## config.mk

```make
export PLATFORM = sky130hd
export DESIGN_NAME = rxpy_seq_param
export DESIGN_NICKNAME = d
export VERILOG_FILES = /design/src/rtl/rxpy_seq_param_pkg.sv /design/src/rtl/rxpy_hdr_extract.sv /design/src/rtl/rxpy_seq_param.sv
export SDC_FILE = /design/constraint.sdc
export NUM_CORES = 1
export LEC_CHECK = 0
export CAP_MARGIN = 25
export CORE_MARGIN = 2
export CORE_UTILIZATION = 39
export CTS_CLUSTER_SIZE = 28
export DETAILED_ROUTE_END_ITERATION = 8
export MAX_ROUTING_LAYER = met4
export SLEW_MARGIN = 40
export SYNTH_ARGS = -nofsm -noshare
export SYNTH_HDL_FRONTEND = slang
export SYNTH_SLANG_ARGS = --single-unit
```

## constraint.sdc

```tcl
create_clock -name clk_6M -period 10.74 [get_ports clk_6M]
set_input_delay 2.148 -clock clk_6M [delete_from_list [all_inputs] [get_ports clk_6M]]
set_output_delay 2.148 -clock clk_6M [all_outputs]
set_load 0.01 [all_outputs]
```

## src/rtl/rxpy_seq_param_pkg.sv

```systemverilog
// Shared types and constants for the parametrised RX payload sequencer.
package rxpy_seq_param_pkg;

  typedef enum logic {
    ST_IDLE = 1'b0,
    ST_RUN  = 1'b1
  } rxpy_state_e;

  localparam int HDR_LLID_OFS  = 0;
  localparam int HDR_FLOW_OFS  = 2;
  localparam int HDR_LEN_OFS   = 3;

  localparam int CRC_BITS      = 16;
  localparam int FEC_DATA_BITS = 10;
  localparam int FEC_BLK_LEN   = 15;

endpackage

```

## src/rtl/rxpy_hdr_extract.sv

```systemverilog
// Payload header extractor: captures LLID/FLOW/LENGTH from the decoded bit
// stream, clamps the length and flags lengths beyond the programmed size.
module rxpy_hdr_extract
  import rxpy_seq_param_pkg::*;
#(
  parameter int LENW        = 13,
  parameter int HDR_SS_BITS = 8,
  parameter int HDR_MS_BITS = 16,
  parameter int MAX_BYTES   = 1021
) (
  input  logic            clk_6M,
  input  logic            rstz,
  input  logic            start,
  input  logic            run,
  input  logic            brss,
  input  logic            existpyheader,
  input  logic [LENW-1:0] rxpybitlen,
  input  logic            dec_bit,
  input  logic            dec_bit_valid,
  output logic            hdr_valid_p,
  output logic [1:0]      dec_LLID,
  output logic            dec_FLOW,
  output logic [9:0]      dec_pylenByte,
  output logic [LENW-1:0] dec_pylenbit,
  output logic            len_err
);

  localparam int CW          = $clog2(HDR_MS_BITS + 1);
  localparam int LEN_FIELD_W = 10;

  function automatic logic [LENW-1:0] clamp_bits(input logic [9:0] nbyte);
    logic [9:0] sat;
    sat = (int'(nbyte) > MAX_BYTES) ? 10'(MAX_BYTES) : nbyte;
    return LENW'({sat, 3'b000});
  endfunction

  logic          hdr_en_q;
  logic          brss_q;
  logic [CW-1:0] dcnt_q;
  logic [CW-1:0] nbits;
  logic [1:0]    llid_sh, llid_nx;
  logic          flow_sh, flow_nx;
  logic [9:0]    len_sh, len_nx;
  logic          take;
  logic          last_bit;

  // Bits past the LENGTH field still advance the counter but land nowhere.
  always_comb begin
    nbits    = brss_q ? CW'(HDR_SS_BITS) : CW'(HDR_MS_BITS);
    take     = run & dec_bit_valid & hdr_en_q & (dcnt_q < nbits);
    last_bit = take & (dcnt_q == nbits - CW'(1));
    llid_nx  = llid_sh;
    flow_nx  = flow_sh;
    len_nx   = len_sh;
    if (take) begin
      for (int i = 0; i < 2; i++)
        if (int'(dcnt_q) == HDR_LLID_OFS + i) llid_nx[i] = dec_bit;
      if (int'(dcnt_q) == HDR_FLOW_OFS) flow_nx = dec_bit;
      for (int i = 0; i < LEN_FIELD_W; i++)
        if (int'(dcnt_q) == HDR_LEN_OFS + i) len_nx[i] = dec_bit;
    end
  end

  always_ff @(posedge clk_6M or negedge rstz) begin
    if (!rstz) begin
      hdr_en_q      <= 1'b0;
      brss_q        <= 1'b0;
      dcnt_q        <= '0;
      llid_sh       <= '0;
      flow_sh       <= 1'b0;
      len_sh        <= '0;
      hdr_valid_p   <= 1'b0;
      dec_LLID      <= '0;
      dec_FLOW      <= 1'b0;
      dec_pylenByte <= '0;
      dec_pylenbit  <= '0;
      len_err       <= 1'b0;
    end else begin
      hdr_valid_p <= last_bit;
      if (start) begin
        hdr_en_q <= existpyheader;
        brss_q   <= brss;
        dcnt_q   <= '0;
        llid_sh  <= '0;
        flow_sh  <= 1'b0;
        len_sh   <= '0;
        len_err  <= 1'b0;
      end else if (take) begin
        dcnt_q  <= dcnt_q + CW'(1);
        llid_sh <= llid_nx;
        flow_sh <= flow_nx;
        len_sh  <= len_nx;
        if (last_bit) begin
          dec_LLID      <= llid_nx;
          dec_FLOW      <= flow_nx;
          dec_pylenByte <= len_nx;
          dec_pylenbit  <= clamp_bits(len_nx);
          len_err       <= (clamp_bits(len_nx) > rxpybitlen);
        end
      end
    end
  end

endmodule

```

## src/rtl/rxpy_seq_param.sv

```systemverilog
// RX payload bit sequencer: symbol strobe, payload/CRC/FEC windows and end
// pulses. FEC 2/3 block framing is built only when RXPY_FEC23_EN is defined.
module rxpy_seq_param
  import rxpy_seq_param_pkg::*;
#(
  parameter int LENW        = 13,
  parameter int HDR_SS_BITS = 8,
  parameter int HDR_MS_BITS = 16,
  parameter int MAX_BYTES   = 1021
) (
  input  logic            clk_6M,
  input  logic            rstz,
  input  logic            p_1us,
  input  logic            p_05us,
  input  logic            p_033us,
  input  logic            py_st_p,
  input  logic            packet_BRmode,
  input  logic            packet_DPSK,
  input  logic            fec23_en,
  input  logic            crcencode,
  input  logic            existpyheader,
  input  logic            BRss,
  input  logic [LENW-1:0] rxpybitlen,
  input  logic            dec_bit,
  input  logic            dec_bit_valid,
  output logic            sym_p,
  output logic            py_period,
  output logic            daten,
  output logic            fec_en,
  output logic            crc_period,
  output logic            blk_endp,
  output logic            py_endp,
  output logic            hdr_valid_p,
  output logic [1:0]      dec_LLID,
  output logic            dec_FLOW,
  output logic [9:0]      dec_pylenByte,
  output logic [LENW-1:0] dec_pylenbit,
  output logic            len_err
);

  localparam logic [LENW:0] CRC_W   = (LENW+1)'(CRC_BITS);
  localparam logic [LENW:0] CNT_ONE = (LENW+1)'(1);

  rxpy_state_e   state_q, state_d;
  logic          br_q, dpsk_q, crc_q;
  logic [LENW:0] bit_cnt_q;
  logic [LENW:0] len_ext, tdata;
  logic          run, accept, last_sym;

  assign run     = (state_q == ST_RUN);
  assign accept  = (state_q == ST_IDLE) & py_st_p & (rxpybitlen != '0);
  assign len_ext = {1'b0, rxpybitlen};
  assign tdata   = len_ext + (crc_q ? CRC_W : '0);

  always_comb begin
    if (run) sym_p = br_q ? p_1us : (dpsk_q ? p_05us : p_033us);
    else     sym_p = packet_BRmode ? p_1us : (packet_DPSK ? p_05us : p_033us);
  end

`ifdef RXPY_FEC23_EN
  logic       fec_q;
  logic [3:0] blk_cnt_q;
  logic       blk_last;

  // With FEC the last symbol is the final parity bit of the block whose
  // data slots cover the whole payload (padding included).
  assign blk_last = (blk_cnt_q == 4'(FEC_BLK_LEN - 1));
  assign daten    = run & (~fec_q | (blk_cnt_q < 4'(FEC_DATA_BITS)));
  assign fec_en   = run & fec_q & (blk_cnt_q >= 4'(FEC_DATA_BITS));
  assign blk_endp = run & fec_q & sym_p & blk_last;
  assign last_sym = fec_q ? (blk_last & (bit_cnt_q >= tdata))
                          : (bit_cnt_q == tdata - CNT_ONE);

  always_ff @(posedge clk_6M or negedge rstz) begin
    if (!rstz) begin
      fec_q     <= 1'b0;
      blk_cnt_q <= '0;
    end else begin
      if (accept) fec_q <= fec23_en;
      if (accept | py_endp)
        blk_cnt_q <= '0;
      else if (run & sym_p & fec_q)
        blk_cnt_q <= blk_last ? 4'd0 : blk_cnt_q + 4'd1;
    end
  end
`else
  logic unused_fec23;

  assign unused_fec23 = fec23_en;
  assign daten        = run;
  assign fec_en       = 1'b0;
  assign blk_endp     = 1'b0;
  assign last_sym     = (bit_cnt_q == tdata - CNT_ONE);
`endif

  assign py_period  = run;
  assign py_endp    = run & sym_p & last_sym;
  assign crc_period = run & daten & crc_q & (bit_cnt_q >= len_ext) &
                      (bit_cnt_q < len_ext + CRC_W);

  always_comb begin
    state_d = state_q;
    case (state_q)
      ST_IDLE: if (accept)  state_d = ST_RUN;
      ST_RUN:  if (py_endp) state_d = ST_IDLE;
      default: state_d = ST_IDLE;
    endcase
  end

  always_ff @(posedge clk_6M or negedge rstz) begin
    if (!rstz) begin
      state_q   <= ST_IDLE;
      br_q      <= 1'b0;
      dpsk_q    <= 1'b0;
      crc_q     <= 1'b0;
      bit_cnt_q <= '0;
    end else begin
      state_q <= state_d;
      if (accept) begin
        br_q   <= packet_BRmode;
        dpsk_q <= packet_DPSK;
        crc_q  <= crcencode;
      end
      if (accept | py_endp)
        bit_cnt_q <= '0;
      else if (run & sym_p & daten)
        bit_cnt_q <= bit_cnt_q + CNT_ONE;
    end
  end

  rxpy_hdr_extract #(
    .LENW        (LENW),
    .HDR_SS_BITS (HDR_SS_BITS),
    .HDR_MS_BITS (HDR_MS_BITS),
    .MAX_BYTES   (MAX_BYTES)
  ) u_hdr (
    .clk_6M        (clk_6M),
    .rstz          (rstz),
    .start         (accept),
    .run           (run),
    .brss          (BRss),
    .existpyheader (existpyheader),
    .rxpybitlen    (rxpybitlen),
    .dec_bit       (dec_bit),
    .dec_bit_valid (dec_bit_valid),
    .hdr_valid_p   (hdr_valid_p),
    .dec_LLID      (dec_LLID),
    .dec_FLOW      (dec_FLOW),
    .dec_pylenByte (dec_pylenByte),
    .dec_pylenbit  (dec_pylenbit),
    .len_err       (len_err)
  );

endmodule

```

### Word level (Yosys, flattened, before mapping)

Cells that the tools add are included.

* output and inout port bits: 35
* word-level logic and storage cells: 102
* input port bits: 27
* bits in registers: 63

* bitwise logic cells: 15
* reduce and logical (&&, ||, !) cells: 7
* $add $sub $neg: 6
* mux-type cells: 38
* order comparisons: 5
* equal/unequal tests: 14

Operators with widths (number)
* 10-bit two-way mux: 4
* 14-bit two-way mux: 2
* 5-bit equality test (second input constant): 5
* 1-bit two-way mux: 25
* 5-bit by 4-bit equality test with 1-bit output (second input constant): 4
* 5-bit two-way mux: 4
* 13-bit by 5-bit adder with 14-bit output: 1
* 13-bit by 5-bit adder with 14-bit output (second input constant): 1
* 14-bit by 1-bit adder with 14-bit output (second input constant): 1
* 14-bit equality test: 1
* 14-bit by 13-bit >= comparator with 1-bit output: 1
* 14-bit < comparator: 1
* 14-bit by 1-bit subtractor with 14-bit output (second input constant): 1
* 13-bit > comparator: 1
* 13-bit nonzero test: 1
* 1-bit AND: 12
* 5-bit by 3-bit equality test with 1-bit output (second input constant): 2
* 10-bit > comparator (second input constant): 1
* 2-bit nonzero test: 3
* 5-bit by 1-bit adder with 5-bit output (second input constant): 1
* 5-bit by 2-bit equality test with 1-bit output (second input constant): 1
* 5-bit equality test: 1
* 5-bit logical NOT: 1
* 5-bit < comparator: 1
* other kinds (7): 9

### Logic depth before layout (Yosys ltp)

Gate-level depths: netlist (run 1).

* depth after elaboration: 10
* depth in mapped cells: 16
* depth with buffers taken out: 14

### Modules after synthesis

A second synthesis (run 1) with hierarchy kept.

* cell total of the unflattened synthesis: 582
* area total of the unflattened synthesis: 5306.3 µm²

Modules (own cells, without submodules)
* rxpy_seq_param: instances 1, area an instance 2745.1 µm², cells an instance 313, sequential area each 450.4 µm²
* rxpy_hdr_extract: instances 1, area an instance 2561.2 µm², cells an instance 269, sequential area each 1126.1 µm²

### Worst setup path before layout (run 1)

No wires, ideal clock.

* path kind: input port to output port
* from: input port rxpybitlen[1]
* to: output port py_endp
* arrival time: 4.662 ns
* stages: 11
* slack: 3.930 ns
* required time: 8.592 ns
* buffers on the path: 0
* cells stage by stage: inv_1 > ha_1 > inv_1 > fa_1 > xor3_1 > a31oi_1 > nand3_1 > or3_1 > a211oi_1 > and4_1 > nor4b_1

* longest elaborated chain between the ends: 4

Ends and longest elaborated chain
* from (decl): RTL line rxpy_seq_param.sv:23 `input logic [LENW-1:0] rxpybitlen,`
* 13-bit by 5-bit adder with 14-bit output: RTL line rxpy_seq_param.sv:53 `assign tdata = len_ext + (crc_q ? CRC_W : '0);`
* 14-bit by 1-bit subtractor with 14-bit output: RTL line rxpy_seq_param.sv:93 `assign last_sym = (bit_cnt_q == tdata - CNT_ONE);`
* 14-bit equality test: RTL line rxpy_seq_param.sv:93
* 1-bit AND: RTL line rxpy_seq_param.sv:97 `assign py_endp = run & sym_p & last_sym;`
* to (decl): RTL line rxpy_seq_param.sv:32 `output logic py_endp,`

Every way passes these cells.

### Worst setup path after layout (run 1)

Same ends and word-level chain as after synthesis.

==> impl_metrics.yaml, run 1 <==
worst_setup_path:
  cp-end-kind: "primary output"
  critPathArrivalTime_ns: 5.80
  critPathMaxFanout: 5
  cp.required_ns: 8.59
  critical_path_class: "input pin to primary output"
  cp-start-kind: "input pin"
detailed_routing:
  drt_iter0_markers: 261
  routed_wl_um: 13330
  num_vias: 4469
  drc_errors: 0
  viasPerCell: 5.457
  firstDrtPassIters: 4
  postRouteAntennaNets: 0
  wl_per_cell_um: 16.27
floorplan:
  num_rows: 42
  core_area_mm2: 0.01319
  chipHeight_um: 119.9
  die_w_um: 119.9
  pin_count: 62
  initial_core_util: 0.3975
  fp.dieArea_mm2: 0.01439
yosys:
  synthArstFlopShare: 1.000
  syn_area_mm2: 0.005243
  yosysUniqueCellTypes: 67
  synthCells: 595
  synth_warnings: 0
  synth_edf_count: 0
  ys_seq_area_frac: 0.3007
  synth-seq-cells: 63
  synthFlopType: "dfrtp_1"
  syn_avg_cell_area_um2: 8.811
clock_tree:
  cts_sinks: 63
  cts_max_level: 3
  cts_tree: "yes"
  holdBufCountCts: 0
  clk_latency_ns: 0.33
  cts-root-buf: "clkbuf_16"
  cts_made_buffers: 9
  clkTransAtPathRegs_ns: 0.06
  ctsResizeCount: 0
  post_cts_buffers: 0
  clock_path_buffers: 2
pwr:
  power_density_mw_per_mm2: 138.9
  power_mw: 0.8599
  combPwrFrac: 0.313
  p_seq_frac: 0.346
  p_clk_frac: 0.340
  p_sw_mw: 0.2973
  p_sw_frac: 0.3458
  p_leak_nw: 2.786
  intPower_mw: 0.5626
  peakVddDrop_v: 0.00007626
cells_and_area:
  insertedDiodeCount: 0
  postLayoutCellArea_mm2: 0.006192
  area_growth_pct: 18.11
  regArea_mm2: 0.001577
  layout-drive-gt1-share: 0.07309
  final_cells: 819
  fin_nets: 734
  multi_input_area_mm2: 0.003387
  nFillCells: 1275
global_routing:
  grt_max_degree: 64
  grtUsageTotal: 0.1941
  grt_pass1_wl_um: 21600
  antenna_found_initial: 0
  grt_overflow: 0
  grt_pass1_vias: 4260
sta:
  setup_viol: 0
  relSlewSlack: 0.4904
  skew_ns: 0.006205
  grt_setup_unrepaired: "false"
  hold_viol_final: 0
  finalSetupTns_ns: 0
  slew_violations: 0
  clock.fmax_mhz: 125.8
  tightest_slew_ns: 0.7586
  finalCriticalPeriod_ns: 7.951
  finalCritPeriodShare: 0.7403
placement:
  port_buffers: 55
  finalWeightedCongestion: 0.8953
  dp.cells: 803
  dp_hpwl_um: 10140
  placed_cell_area_mm2: 0.005887
hold_path:
  hp-class: "register to register"
status:
  status: "finished clean"
job:
  cap_violations: 0
[placed cells by master (no fill, tap or decap), types with 6 or more instances in the layout]
| master | count |
|---|---|
| ha_1 | 68 |
| o21ai_0 | 64 |
| dfrtp_1 | 63 |
| clkdlybuf4s50_1 | 54 |
| nand2_1 | 40 |
| a21oi_1 | 39 |
| inv_1 | 34 |
| nor2_1 | 33 |
| xnor2_1 | 25 |
| nor3_1 | 19 |
| o21a_1 | 16 |
| nand4_1 | 14 |
| xor2_1 | 11 |
| nand3_1 | 10 |
| nor2b_1 | 9 |
| clkbuf_16 | 9 |
| a21o_1 | 8 |
| nand2b_1 | 8 |
| or2_2 | 6 |
| o21bai_1 | 6 |
| and3_1 | 6 |
| mux2i_1 | 6 |
| or3_1 | 6 |
[path summary, 6_finish.rpt]
path / from / depth (start not counted) / endpoint / slack (ns)
min reg2reg: u_hdr.dec_LLID[1] / 2 / u_hdr.dec_LLID[1] / 0.48
min in group asynchronous: rstz / 2 / u_hdr.dec_pylenByte[9] / 1.88
min: u_hdr.dec_LLID[1] / 2 / u_hdr.dec_LLID[1] / 0.48
max: rxpybitlen[1] / 13 / py_endp / 2.79
max in group asynchronous: rstz / 2 / u_hdr.len_sh[3] / 8.45
max reg2reg: u_hdr.dcnt_q[4] / 13 / u_hdr.len_err / 6.22
[metrics by stage]
stage	util	hold slack (ns)	worst slack (ns)
floorplan	-	0.4636	3.930
global placement	0.4457	0.4644	2.833
detailed placement	0.4463	0.4710	2.789
CTS	0.4689	0.4843	2.783
global route	0.4695	0.5195	2.541
finish	0.4695	0.4795	2.789
[state kept, by name, indices dropped and copies added, names as in the netlist]
name and cells:
bit_cnt_q 14, br_q 1, crc_q 1, daten 1
dpsk_q 1, u_hdr.brss_q 1, u_hdr.dcnt_q 5, u_hdr.dec_FLOW 1
u_hdr.dec_LLID 2, u_hdr.dec_pylenByte 10, u_hdr.dec_pylenbit 10, u_hdr.flow_sh 1
u_hdr.hdr_en_q 1, u_hdr.hdr_valid_p 1, u_hdr.len_err 1, u_hdr.len_sh 10
u_hdr.llid_sh 2
[Yosys cell counts, types with 2 or more instances]
library cell / count / area, µm²
nand4b_1: 3 / 26.28
mux2_2: 5 / 56.30
nand2b_1: 8 / 50.05
nand4bb_1: 2 / 22.52
a221oi_1: 2 / 17.52
nand3b_1: 3 / 22.52
or3_1: 7 / 43.79
or2_2: 6 / 37.54
o21ai_0: 64 / 320.3
o211a_1: 2 / 20.02
nor2b_1: 9 / 56.30
xnor2_1: 25 / 219.0
a211oi_1: 3 / 22.52
a21o_1: 8 / 60.06
a22oi_1: 4 / 30.03
nand2_1: 40 / 150.1
ha_1: 68 / 850.8
buf_2: 4 / 20.02
o21a_1: 16 / 120.1
a31oi_1: 3 / 18.77
nor3b_1: 2 / 15.01
a211o_1: 2 / 17.52
dfrtp_1: 63 / 1577
or3_2: 3 / 22.52
a21oi_1: 39 / 195.2
clkbuf_1: 16 / 60.06
and3_1: 6 / 37.54
nor2_1: 34 / 127.6
mux2i_1: 6 / 60.06
xor2_1: 11 / 96.34
o22ai_1: 2 / 12.51
nor3_1: 19 / 95.09
inv_1: 34 / 127.6
o31ai_1: 3 / 22.52
nand3_1: 10 / 50.05
nand4_1: 14 / 87.58
buf_6: 2 / 22.52
a2111oi_0: 3 / 26.28
buf_4: 8 / 60.06
o21bai_1: 6 / 45.04
o31a_1: 4 / 35.03
[layer usage]
layer / track usage / routed length (µm) / vias to the layer above
li1: - / - / 2209
met5: - / 0 / -
met3: 0.02757 / 465 / 23
met2: 0.3018 / 6209 / 95
met4: 0.07279 / 301 / 0
met1: 0.2573 / 6349 / 2142
[power groups by stage]
stage          combinational, mW  sequential (mW)  clock, mW
2_1_floorplan              0.201            0.289          0
3_3_place_gp               0.257            0.300          0
3_5_place_dp               0.268            0.302          0
4_1_cts                    0.270            0.298      0.297
5_1_grt                    0.304            0.303      0.309
6_report                   0.269            0.298      0.293
[worst max-delay path, cell delays in order]
cell and delay, ns:
clkdlybuf4s50_1 0.42, inv_1 0.20, ha_1 0.21, inv_1 0.05, fa_1 0.42, xor3_1 0.38
a31oi_1 0.22, nand3_1 0.10, or3_1 0.38, a211oi_1 0.23, and4_1 0.23, nor4b_1 0.21
clkdlybuf4s50_1 0.58
[cell families (layout without fill, tap and decap cells)]
logic type,after synthesis,count (layout),synth area share
simple gates,176,176,0.1807
compound gates,172,172,0.2081
fa+ha+maj,69,69,0.1661
buf+inv,66,110,0.05680
flops,63,63,0.3007
xor+xnor,37,37,0.06468
mux,11,11,0.02220
other cells,1,5,0.0007153
[area by class of cell]
class / instances / share of cell area
multi-input cells: 470 / 0.5470
flip-flops and latches: 63 / 0.2546
repair buffers: 59 / 0.09355
clock buffers: 10 / 0.03698
well taps: 176 / 0.03556
inverters: 35 / 0.02122
clock inverters: 6 / 0.01111
Power figures use the tool's default switching activity.
==> run 2, diff against run 1 <==
- clock period: 10.74 -> 8.2 ns (I/O delays scaled with it)
==> impl_metrics.yaml, run 2 (same netlist as run 1, synthesis figures left out) <==
status:
  status: "finished clean"
clock_tree:
  holdBufCountCts: 0
  clk_latency_ns: 0.34
  cts_tree: "yes"
  cts_sinks: 63
  cts-root-buf: "clkbuf_16"
  clock_path_buffers: 2
  post_cts_buffers: 0
  ctsResizeCount: 0
  clkTransAtPathRegs_ns: 0.06
  cts_made_buffers: 9
  cts_max_level: 3
sta:
  finalSetupTns_ns: 0
  relSlewSlack: 0.4726
  worst_slack_ns: 1.247
  grt_setup_unrepaired: "false"
  finalCritPeriodShare: 0.8479
  setup_viol: 0
  hold_viol_final: 0
  skew_ns: 0.007643
  clock.fmax_mhz: 143.8
  tightest_slew_ns: 0.7911
  finalCriticalPeriod_ns: 6.953
  slew_violations: 0
  finalHoldWorstSlack_ns: 0.4792
floorplan:
  pin_count: 62
  initial_core_util: 0.3975
  core_area_mm2: 0.01319
  die_w_um: 119.9
  num_rows: 42
  chipHeight_um: 119.9
  fp.dieArea_mm2: 0.01439
detailed_routing:
  drt_iter0_markers: 261
  routed.top_layer: "met4"
  wl_met2_um: 6236
  drc_errors: 0
  routed_wl_um: 13260
  firstDrtPassIters: 4
  num_vias: 4559
  postRouteAntennaNets: 0
  drt-met1-wl_um: 6205
  viasPerCell: 5.567
  met3_length_um: 524
  wl_per_cell_um: 16.20
pwr:
  power_mw: 1.169
  power_density_mw_per_mm2: 187.8
  p_leak_nw: 2.801
  peakVddDrop_v: 0.0001031
cells_and_area:
  final_cells: 819
  nFillCells: 1245
  postLayoutCellArea_mm2: 0.006223
  largest-register: "bit_cnt_q"
  area_growth_pct: 18.71
  fin_util: 0.4718
  layout-drive-gt1-share: 0.07309
  layout_commonest_cell: "ha_1"
  largest_reg_flops: 14
  fin_nets: 734
  insertedDiodeCount: 0
  final_cell_mix: "68 x ha_1, 64 x o21ai_0, 63 x dfrtp_1, 54 x clkdlybuf4s50_1, 40 x nand2_1"
worst_setup_path:
  r2r_setup_slack_ns: 3.81
  reg2reg_to: "u_hdr.len_err"
  critPathMaxFanout: 6
  cp.required_ns: 6.56
  critical_path_class: "input pin to primary output"
  reg2reg_depth: 13
  critPathArrivalTime_ns: 5.31
  path_cells: "clkdlybuf4s50_1 > inv_1 > ha_1 > inv_1 > ha_1 > nand2_1 > a211oi_1 > or3_2 > nand3_1 > a211oi_1 > and4_1 > nor4b_1 > clkdlybuf4s50_1"
  cp-end-kind: "primary output"
  worst_path_max_delay_cell: "clkdlybuf4s50_1"
  max_stage_delay_ns: 0.61
  r2r-start: "u_hdr.dcnt_q[4]"
  cp.buffers_inverters: 4
  crit_family: "buffers and inverters"
  cp-start-kind: "input pin"
placement:
  dp.cells: 803
  port_buffers: 55
  dp_hpwl_um: 10040
  finalWeightedCongestion: 0.9483
  pre_cts_ws_ns: 1.227
  placed_cell_area_mm2: 0.005887
global_routing:
  grt_overflow: 0
  antenna_found_initial: 0
  grt_pass1_vias: 4346
  grt_pass1_wl_um: 21760
  grt_max_degree: 64
  grtUsageTotal: 0.1952
hold_path:
  min-delay-start: "u_hdr.dec_FLOW"
  whs_path_depth: 2
  hp-class: "register to register"
  worstHoldEndpoint: "u_hdr.dec_FLOW"
job:
  cap_violations: 0
run 2: changes by cell type in the layout (fill, tap and decap cells not counted):
| cell | before | now |
|---|---|---|
| clkbuf_1 | 1 | 0 |
| bufinv_16 | 1 | 2 |
| clkinv_2 | 1 | 0 |
| or3_2 | 4 | 3 |
| or3_1 | 6 | 7 |
| inv_8 | 0 | 1 |
run 2: worst max-delay path by stage:
stage               cells past startpoint       to          start
floorplan                              11  py_endp  rxpybitlen[1]
global route                           13  py_endp  rxpybitlen[1]
global placement                       12  py_endp  rxpybitlen[4]
finish                                 13  py_endp  rxpybitlen[4]
CTS                                    12  py_endp  rxpybitlen[4]
detailed placement                     12  py_endp  rxpybitlen[4]
run 2: worst register-to-register path: stages (launching register included):
cell and delay [ns]:
dfrtp_1 0.53, ha_1 0.27, nand4b_1 0.26, or3_1 0.74, o21ai_1 0.48, o221ai_1 0.23
a221oi_1 0.38, or2_2 0.22, ha_1 0.24, a31o_2 0.25, a21oi_1 0.17, o21ai_0 0.10
a221oi_1 0.27, o41ai_1 0.12
run 2: routing by layer:
layer / up-vias / GRT usage
met5: - / -
li1: 2221 / -
met3: 25 / 0.02709
met4: 0 / 0.07279
met1: 2197 / 0.2512
met2: 116 / 0.3136
run 2: where the power goes:
group | total, mW | leakage, nW | internal, mW | switching (mW)
clock network | 0.426 | 0.158 | 0.270 | 0.156
logic | 0.352 | 1.81 | 0.157 | 0.195
registers | 0.391 | 0.835 | 0.342 | 0.0488
run 2: layout make-up:
type	instances	area [µm²]	area share
sequential	63	1577	0.2533
clock inverter	7	105.1	0.01689
multi-input combinational	470	3386	0.5440
clock buffer	9	225.2	0.03619
tap	176	220.2	0.03538
timing repair buffer	59	579.3	0.09308
inverter	35	131.4	0.02111
==> run 3, diff against run 2 <==
- clock period: 8.2 -> 6.7 ns (I/O delays scaled with it)
==> impl_metrics.yaml, run 3 (same netlist as run 1, synthesis figures left out) <==
status:
  status: "finished clean"
worst_setup_path:
  cp-end-kind: "primary output"
  r2r-start: "u_hdr.dcnt_q[4]"
  r2r_setup_slack_ns: 2.39
  max_stage_delay_ns: 0.59
  critPathMaxFanout: 5
  cp-start-kind: "input pin"
  reg2reg_depth: 14
  crit_family: "buffers and inverters"
  cp.buffers_inverters: 4
  cp.required_ns: 5.36
  critPathArrivalTime_ns: 5.01
  reg2reg_to: "u_hdr.len_err"
  path_cells: "clkdlybuf4s50_1 > inv_1 > ha_1 > inv_1 > fa_1 > xor3_1 > a31oi_1 > nand3_1 > or3_1 > a211oi_1 > and4_1 > nor4b_1 > clkdlybuf4s50_1"
  worst_path_max_delay_cell: "clkdlybuf4s50_1"
  critical_path_class: "input pin to primary output"
clock_tree:
  post_cts_buffers: 0
  clk_latency_ns: 0.33
  holdBufCountCts: 0
  ctsResizeCount: 0
  cts_made_buffers: 9
  clkTransAtPathRegs_ns: 0.06
  cts_sinks: 63
  clock_path_buffers: 2
  cts_tree: "yes"
  cts-root-buf: "clkbuf_16"
  cts_max_level: 3
sta:
  worst_slack_ns: 0.3456
  finalCritPeriodShare: 0.9484
  setup_viol: 0
  relSlewSlack: 0.5358
  clock.fmax_mhz: 157.4
  skew_ns: 0.008054
  tightest_slew_ns: 0.6950
  hold_viol_final: 0
  slew_violations: 0
  finalCriticalPeriod_ns: 6.354
  finalSetupTns_ns: 0
  grt_setup_unrepaired: "false"
hold_path:
  hp-class: "register to register"
  min-delay-start: "u_hdr.dec_LLID[0]"
  worstHoldEndpoint: "u_hdr.dec_LLID[0]"
  whs_path_depth: 2
global_routing:
  grtUsageTotal: 0.1978
  antenna_found_initial: 0
  grt_max_degree: 64
  grt_pass1_vias: 4334
  grt_overflow: 0
  grt_pass1_wl_um: 22270
floorplan:
  die_w_um: 119.9
  num_rows: 42
  core_area_mm2: 0.01319
  pin_count: 62
  chipHeight_um: 119.9
  initial_core_util: 0.3975
  fp.dieArea_mm2: 0.01439
cells_and_area:
  fin_nets: 735
  insertedDiodeCount: 0
  layout_commonest_cell: "ha_1"
  largest-register: "bit_cnt_q"
  final_cell_mix: "68 x ha_1, 64 x o21ai_0, 63 x dfrtp_1, 54 x clkdlybuf4s50_1, 40 x nand2_1"
  largest_reg_flops: 14
  layout-drive-gt1-share: 0.07453
  area_growth_pct: 19.07
  fin_util: 0.4733
job:
  cap_violations: 0
placement:
  pre_cts_ws_ns: 0.3864
  finalWeightedCongestion: 0.9265
  dp_hpwl_um: 9859
  port_buffers: 55
detailed_routing:
  drt_iter0_markers: 288
  drc_errors: 0
  postRouteAntennaNets: 0
  num_vias: 4528
  wl_per_cell_um: 16.11
  routed_wl_um: 13210
  viasPerCell: 5.522
  firstDrtPassIters: 4
pwr:
  power_mw: 1.425
  peakVddDrop_v: 0.0001590
  p_leak_nw: 2.810
  power_density_mw_per_mm2: 228.3
[run 3: cell types whose count changed in the layout (fill, tap and decap cells not counted)]
cell | before | now
buf_6 | 1 | 2
clkbuf_8 | 0 | 2
clkbuf_1 | 0 | 1
inv_8 | 1 | 0
nor3_1 | 19 | 18
clkinv_4 | 2 | 0
nor3_2 | 0 | 1
[run 3: how the worst max path moves through the flow]
stage                    to           from  slack, ns  depth (start not counted)
detailed placement  py_endp  rxpybitlen[1]       0.39                         13
global route        py_endp  rxpybitlen[1]       0.17                         13
CTS                 py_endp  rxpybitlen[1]       0.36                         13
floorplan           py_endp  rxpybitlen[1]       1.51                         11
finish              py_endp  rxpybitlen[1]       0.35                         13
global placement    py_endp  rxpybitlen[4]       0.50                         13
[run 3: tightest hold or removal path: stages, from the launching register on]
cell	delay (ns)
dfrtp_1	0.34
nand2_1	0.04
o21ai_0	0.06
[run 3: where the power goes]
part | internal (mW) | switching (mW) | leakage [nW]
logic | 0.191 | 0.234 | 1.82
registers | 0.419 | 0.0604 | 0.835
clock network | 0.347 | 0.172 | 0.159
[run 3: per-layer routing]
layer  up-vias  global-route usage  wire, µm
met4         0             0.06544       219
li1       2213                   -         -
met5         -                   -         0
met1      2200              0.2757      6456
met3        16             0.02139       409
met2        99              0.3008      6127
[run 3: through the flow]
stage	hold WS, ns	std cells	area, µm²
finish	0.4784	820	6242
global route	0.5107	820	6242
CTS	0.4834	819	6222
detailed placement	0.4703	803	5889
global placement	0.4633	802	5879
floorplan	0.4636	599	5258
[run 3: cell type report]
type / count / area, µm²
fill: 1275 / 6948
multi-input combinational: 470 / 3391
sequential: 63 / 1577
timing repair buffer: 60 / 590.6
clock buffer: 12 / 256.5
tap: 176 / 220.2
inverter: 35 / 131.4
clock inverter: 4 / 76.32
